==> src/rtl/pipe_hazard_ctrl.sv <==
// pipe_hazard_ctrl: stall/flush sequencer for the 5-stage pipeline with memory-wait watchdog
module pipe_hazard_ctrl #(
  parameter int MEM_TIMEOUT = 15,
  parameter int CNT_W = 4
) (
  input  logic        clk,
  input  logic        rst,
  input  logic [4:0]  rs1_d,
  input  logic [4:0]  rs2_d,
  input  logic        rs1_used_d,
  input  logic        rs2_used_d,
  input  logic [4:0]  rd_e,
  input  logic        mem_read_e,
  input  logic        branch_taken_e,
  input  logic        dm_req_m,
  input  logic        dm_ready_m,
  output logic        en_f,
  output logic        en_d,
  output logic        en_e,
  output logic        en_m,
  output logic        en_w,
  output logic        flush_d,
  output logic        flush_e,
  output logic        flush_w,
  output logic        dm_timeout,
  output logic [1:0]  state,
  output logic [15:0] stall_cycles
);
  typedef enum logic [1:0] {RUN = 2'b00, MEM_WAIT = 2'b01, HALT = 2'b10} state_t;
  state_t state_q, state_n;
  logic [CNT_W-1:0] wait_cnt, wait_n;
  logic tmo_n, miss, lu, halt, freeze, lu_stall, last;
  assign miss = dm_req_m & ~dm_ready_m;
  assign lu = mem_read_e & (rd_e != 5'd0) &
              ((rs1_used_d & (rs1_d == rd_e)) | (rs2_used_d & (rs2_d == rd_e)));
  assign halt = state_q == HALT;
  assign freeze = miss & ~halt;
  assign lu_stall = lu & ~branch_taken_e;
  assign last = (wait_cnt + CNT_W'(1)) == CNT_W'(MEM_TIMEOUT);
  assign state = state_q;
  // state, wait counter and sticky watchdog flag
  always_ff @(posedge clk) begin
    if (rst) begin
      state_q <= RUN;
      wait_cnt <= '0;
      dm_timeout <= 1'b0;
    end else begin
      state_q <= state_n;
      wait_cnt <= wait_n;
      dm_timeout <= tmo_n;
    end
  end
  // next state: a miss freezes the pipe until ready or the watchdog trips
  always_comb begin
    state_n = state_q;
    wait_n = wait_cnt;
    tmo_n = dm_timeout;
    case (state_q)
      RUN: if (miss) begin
        wait_n = CNT_W'(1);
        state_n = (MEM_TIMEOUT == 1) ? HALT : MEM_WAIT;
        tmo_n = dm_timeout | (MEM_TIMEOUT == 1);
      end
      MEM_WAIT: begin
        state_n = !miss ? RUN : last ? HALT : MEM_WAIT;
        wait_n = !miss ? '0 : last ? wait_cnt : wait_cnt + CNT_W'(1);
        tmo_n = dm_timeout | (miss & last);
      end
      default: state_n = HALT;
    endcase
  end
  // enables and flushes; reset forces every register to hold a bubble
  always_comb begin
    en_f = ~rst & ~halt & ~freeze & ~lu_stall;
    en_d = ~rst & ~halt & ~freeze & ~lu_stall;
    en_e = ~rst & ~halt & ~freeze;
    en_m = ~rst & ~halt & ~freeze;
    en_w = ~rst & ~halt;
    flush_d = rst | (~halt & ~freeze & branch_taken_e);
    flush_e = rst | (~halt & ~freeze & (branch_taken_e | lu));
    flush_w = rst | halt | freeze;
  end
  // saturating count of cycles where fetch is stalled outside HALT
  always_ff @(posedge clk) begin
    if (rst) stall_cycles <= '0;
    else if (~en_f & ~halt & (stall_cycles != 16'hFFFF)) stall_cycles <= stall_cycles + 16'd1;
  end
endmodule

==> config.mk <==
export PLATFORM = sky130hd
export DESIGN_NAME = pipe_hazard_ctrl
export DESIGN_NICKNAME = d
export VERILOG_FILES = /design/src/rtl/pipe_hazard_ctrl.sv
export SDC_FILE = /design/constraint.sdc
export NUM_CORES = 1
export LEC_CHECK = 0
export CAP_MARGIN = 20
export CORE_UTILIZATION = 45
export CTS_CLUSTER_DIAMETER = 50
export DETAILED_ROUTE_END_ITERATION = 16
export GPL_ROUTABILITY_DRIVEN = 0
export HOLD_SLACK_MARGIN = 0.06
export PLACE_DENSITY_LB_ADDON = 0.12
export SLEW_MARGIN = 15
export SYNTH_ARGS = -nofsm -noshare
export SYNTH_HDL_FRONTEND = slang
export SYNTH_SLANG_ARGS = --single-unit
==> constraint.sdc <==
create_clock -name clk -period 3.4 [get_ports clk]
set_input_delay 1.02 -clock clk [delete_from_list [all_inputs] [get_ports clk]]
set_output_delay 1.02 -clock clk [all_outputs]
set_load 0.01 [all_outputs]
==> results of run 1 <==
==> cell families after synthesis <==
group                    share of synthesized area
buffers and inverters                      0.05709
XOR/XNOR                                   0.05877
AND/OR/NAND/NOR                             0.2897
flip-flops                                  0.3090
AO/OA/AOI/OAI                               0.2502
multiplexers                               0.01007
adder cells (fa/ha/maj)                    0.02519
==> state kept, by name, summed over array words and instances (netlist names) <==
register and cells:
state 2, wait_cnt 4, stall_cycles 16, dm_timeout 1
==> layout make-up <==
class	instances	share of cell area
multi-input cells	142	0.4522
repair buffers	66	0.2862
flip-flops and latches	23	0.2158
well taps	44	0.02581
clock buffers	3	0.01056
inverters	4	0.007038
clock inverters	1	0.002346
==> metrics by stage <==
stage / cells / setup TNS (ns) / total power, uW / utilization / hold WS (ns)
4_1_cts: 282 / 0 / 528.7 / 0.6875 / 0.4983
3_3_place_gp: 276 / -1.758 / 400.2 / 0.6714 / 0.4561
2_1_floorplan: 179 / 0 / 338.9 / - / 0.4659
6_report: 283 / 0 / 523.3 / 0.6875 / 0.4967
5_1_grt: 283 / 0 / 548.9 / 0.6875 / 0.5126
3_5_place_dp: 276 / -1.882 / 403.2 / 0.6714 / 0.4623
==> worst min-delay path by stage <==
stage | endpoint | slack (ns) | cells after the start
after floorplan | wait_cnt[2] | 0.47 | 2
after global placement | dm_timeout | 0.46 | 2
after detailed placement | dm_timeout | 0.46 | 2
after CTS | dm_timeout | 0.50 | 2
after global routing | dm_timeout | 0.51 | 2
final | dm_timeout | 0.50 | 2
==> layer usage <==
metal	vias up	routed length [um]	track usage
met5	-	0	0
met1	741	1466	0.2354
met3	4	188	0.03930
met2	42	2033	0.4334
li1	799	-	-
met4	0	46	0.07309
==> synth_stat cells (all sizes together), types with 2 or more instances <==
library cell and instances:
or4 10, nand4 6, a31oi 2, clkbuf 3, o21a 2, o31a 2, and3 4, a21boi 2
nand2 14, nor2 10, nor4 2, nand3 9, a21oi 17, nor2b 4, dfxtp 23, inv 4
o31ai 8, or3 3, and4 2, xnor2 10, a211oi 2, o21bai 2, ha 3, nand2b 2
and2 2, o21ai 9, buf 7
==> power groups by stage <==
stage	Sequential (uW)	Combinational, uW	Clock [uW]
finish	280	117	126
global route	281	127	141
CTS	280	119	130
detailed placement	285	118	0
global placement	285	115	0
floorplan	285	53.9	0
==> worst register-to-register path: stages, from the launching register on <==
cell and delay, ns:
dfxtp_1 0.44, and4_1 0.30, nand4_1 0.21, o21ai_1 0.67, buf_4 0.30, nor4_1 0.07
o21a_1 0.16
==> timing repair <==
| item | in CTS | in global routing |
|---|---|---|
| endpoints found under the setup margin | 6 | 6 |
| resized for setup | 20 | 10 |
| buffers inserted | 2 | 1 |
| hold buffers | 0 | 0 |
| pin swaps | 4 | 3 |
==> run metrics, run 1 <==
status finished, final reports clean; max-cap check violation count 0; Int Power 383.9 uW; GRT overflow 0; die height 59.55 um; CTS root buf clkbuf_4; core box area 3103 sq um; worst skew pair latency 0.31 ns; PD cells 245.3 nW/um^2; first-pass GRT wire length just over 6000 um; Clk pwr share 0.241; initial DRC count 70; vias in the first global route 1492; top cells by area, synth dfxtp_1 31%, xnor2_1 5.9%, a21oi_1 5.7%; clock slew at reported path FFs approximately 0.13 ns; CTS Buf Count 3; hold path startpoint dm_timeout; Synth Cell Area between 1000 and 1500 sq um; WP buf/inv 3; worst r2r dst stall_cycles[13]; period utilization 0.9748; Antenna Violating Nets Remaining 0; crit path DAT 2.29 ns; R2R depth 6; total iterations of the first detailed-routing run 4; hold crit path type reg -> reg; Site Rows 20; synth warn 0; ys flop type dfxtp_1; footprint of the multi-input gates 964.7 sq um; Worst Setup EP en_f; setup violators final 0; Slew Limit Fails 0; RSZ-0062 raised after global routing false; Syn Inst Count 179; All-Layer GR Usage 0.2217; Critical Path RT 2.38 ns; CTS tree built; most common cell after layout, fill and taps aside clkdlybuf4s50_1; crit path time final 3.314 ns; Post-synth EDFFs 0; worst clock skew 0.009559 ns; largest net degree at the start of global routing 30; crit end category primary output; fill count 273; number of port buffers 49; Initial Util 0.4802; # IOs 50; largest stage delay on the critical path 0.53 ns; vias 1586; fraction of layout cells with a size suffix above 1 0.1632; dpl hpwl 2858 um; CP max-delay cell or4_4; #FFs+latches synth 23; Worst VDD drop 0.1084 mV; final hold vios 0; routed len/inst 13.20 um; Yosys top cell area share 0.3090; fin worst setup slack 0.08552 ns; Syn-to-layout area delta 43.16%; syn avg cell area 8.325 sq um; placed inst area between 2000 and 2500 sq um; DRT Wirelength 3735 um; die area 3546 sq um; clock tree buffer depth 2; clock sink count 23; diode count 0; Async SR Flop Fraction 0; sw frac 0.2665; Place WS -0.6281 ns; crit path launch rd_e[1]; worst-margin pin slew 0.7737 ns; nets@finish 266; Netlist cell types 50; drt via density around 5.6; CP Cell Sequence clkbuf_2 > or4_4 > o21ai_2 > buf_4 > nor2_2 > a21oi_2 > buf_2; Slew HR 0.4807; Stages on worst setup path 7; WS Path Type in -> out; Seq/Total Area, Yosys 0.3090; most frequent cells in the layout 38 x clkdlybuf4s50_1, 23 x dfxtp_1, 16 x a21oi_1, 16 x buf_4, 14 x nand2_1; Synth area leader dfxtp_1; reg-to-reg slack, setup between 1 and 1.5 ns; Logic pwr share 0.224; initial antenna violation count 0; post-route design area 2133 sq um; Synthesized Nets 205; Die Span X 59.55 um; family with the most delay on the worst path simple AND/OR/NAND/NOR gates; NetSw around 140 uW; CP Max Fanout 2; DRC errors left 0; FMAX 301.7 MHz; register area 460.4 sq um; P_leak 0.0007862 uW; R2R Path Start stall_cycles[6]; sequential share of power 0.534; crit start category primary input; H-Tree Level Count 1
No activity file was read; power rests on OpenSTA's default activity.
==> inputs of run 2 (changes only) <==
--- a/config.mk
+++ b/config.mk
@@ -12,6 +12,7 @@
 export GPL_ROUTABILITY_DRIVEN = 0
 export HOLD_SLACK_MARGIN = 0.06
 export PLACE_DENSITY_LB_ADDON = 0.12
+export SKIP_CTS_REPAIR_TIMING = 1
 export SLEW_MARGIN = 15
 export SYNTH_ARGS = -nofsm -noshare
 export SYNTH_HDL_FRONTEND = slang
==> run 2 against run 1 <==
Net effect: non-clock buffer count shrank 3; critical path depth shrank 3; sequential share of layout area fell by 0.10 points; design area up 0.47%; count of clock-buffer cells in the layout did not move; wire length barely moved; critical endpoint is now flush_w.
==> run metrics, run 2 (synthesized netlist as in run 1, its figures left out) <==
status finished, final reports clean; Int Power 383.9 uW (about the same); most frequent cells in the layout 39 x clkdlybuf4s50_1, 23 x dfxtp_1, 16 x a21oi_1; P_leak 0.0007977 uW (+1.5%); family with the most delay on the worst path buffers and inverters; drt via density 5.539 (-1.2%); vias in the first global route 1450 (-2.8%); dpl hpwl 2858 um (unchanged); setup tns final 0 ns (unchanged); die area 3546 sq um (unchanged); Site Rows 20 (unchanged); largest net degree at the start of global routing 30 (unchanged); sw frac 0.2658 (-0.0006603); Initial Util 0.4802 (unchanged); Post-Layout Cell Count 280 (-1.1%); clock slew at reported path FFs 0.13 ns (about the same); All-Layer GR Usage 0.2135 (-0.008178); Syn-to-layout area delta 43.83%; clock sink count 23 (unchanged); max FFs per register 16 (unchanged); Slew HR 0.4894 (+0.008699); Critical Path RT 2.38 ns (about the same); # IOs 50 (unchanged); Largest Register stall_cycles; final hold vios 0 (unchanged); routed len/inst 13.35 um (+1.1%); core box area 3103 sq um (unchanged); fill count 274 (+0.37%); initial DRC count 64 (-8.6%); max-cap check violation count 0 (unchanged); NetSw 139.0 uW (-0.33%); Worst VDD drop 0.1080 mV (-0.37%); clock tree buffer depth 2 (unchanged); most common cell after layout, fill and taps aside clkdlybuf4s50_1; CTS Buf Count 3 (unchanged); nets@finish 263 (-1.1%); CTS tree built; Logic pwr share 0.225 (about the same); hold crit path type reg -> reg; Die Span X 59.55 um (unchanged); WP buf/inv 2 (-1); diode count 0 (unchanged); fraction of layout cells with a size suffix above 1 0.1441 (-0.01911); H-Tree Level Count 1 (unchanged); worst skew pair latency 0.31 ns (about the same); CTS root buf clkbuf_4; GRT overflow 0 (unchanged); worst clock skew 0.009039 ns (-0.0005205 ns); DRT Wirelength 3737 um (about the same); Antenna Violating Nets Remaining 0 (unchanged); CP Max Fanout 4 (+2); vias 1551 (-2.2%); crit path time final 3.328 ns (+0.01338 ns); number of port buffers 49 (unchanged); total iterations of the first detailed-routing run 4 (unchanged); PD cells 244.0 nW/um^2 (-0.54%); CP max-delay cell clkdlybuf4s50_1; initial antenna violation count 0 (unchanged); DRC errors left 0 (unchanged); period utilization 0.9788 (+0.003935); Clk pwr share 0.240 (about the same); FMAX 300.5 MHz (-0.40%); setup violators final 0 (unchanged); worst-margin pin slew 0.7607 ns (-0.01296 ns); Placed Cells 276 (unchanged); largest stage delay on the critical path 0.55 ns (+0.02 ns); WS Path Type in -> out; Slew Limit Fails 0 (unchanged); sequential share of power 0.535 (about the same); crit path DAT 2.31 ns (+0.02 ns); CP Cell Sequence clkdlybuf4s50_1 > nand2b_2 > nand3_2 > clkdlybuf4s50_1; crit start category primary input; crit end category primary output; first-pass GRT wire length 5892 um (-3.4%); die height 59.55 um (unchanged); cell mode on critical path clkdlybuf4s50_1
==> run 2: tightest hold or removal path: cells and delay by family (launching register included) <==
family | cells | cell delay, ns
DFF | 1 | 0.36
and+or+nand+nor | 1 | 0.07
AOI/OAI and AO/OA | 1 | 0.05
==> run 2: power groups by stage <==
stage / registers, uW / clock network (uW) / logic (uW)
2_1_floorplan: 285 / 0 / 53.9
3_3_place_gp: 285 / 0 / 115
3_5_place_dp: 285 / 0 / 118
4_1_cts: 280 / 130 / 118
5_1_grt: 281 / 141 / 127
6_report: 280 / 125 / 118
==> run 2: path summary, 6_finish.rpt <==
check | cells past startpoint | slack, ns | endpoint | from
setup / recovery | 4 | 0.07 | flush_w | dm_ready_m
hold / removal | 2 | 0.50 | dm_timeout | dm_timeout
setup reg to reg | 6 | 1.17 | stall_cycles[13] | stall_cycles[6]
hold reg to reg | 2 | 0.50 | dm_timeout | dm_timeout
==> run 2: layout make-up <==
class / count / area (sq um) / area share
Inverter: 4 / 15.01 / 0.007005
Tap cell: 44 / 55.05 / 0.02569
Clock inverter: 1 / 5.005 / 0.002335
Sequential cell: 23 / 460.4 / 0.2148
Multi-Input combinational cell: 142 / 974.7 / 0.4548
Clock buffer: 3 / 22.52 / 0.01051
Timing Repair Buffer: 63 / 610.6 / 0.2849
==> run 2: routing by layer <==
layer	vias to the layer above	GRT usage	part of all wire
met4	0	0.05980	0.0051
met2	40	0.4189	0.54
met5	-	0	0
li1	791	-	-
met1	718	0.2288	0.41
met3	2	0.03930	0.048
==> run 2: per-stage QoR <==
stage | setup WS, ns | cell area [sq um] | power (uW) | utilization | hold WS, ns
after floorplan | 0.1409 | 1490 | 338.9 | - | 0.4659
after global placement | -0.5773 | 2083 | 400.2 | 0.6714 | 0.4561
after detailed placement | -0.6281 | 2083 | 403.2 | 0.6714 | 0.4623
after CTS | -0.6287 | 2111 | 528.1 | 0.6802 | 0.4983
after global routing | -0.005398 | 2143 | 549.1 | 0.6907 | 0.5126
final | 0.07214 | 2143 | 522.9 | 0.6907 | 0.4971
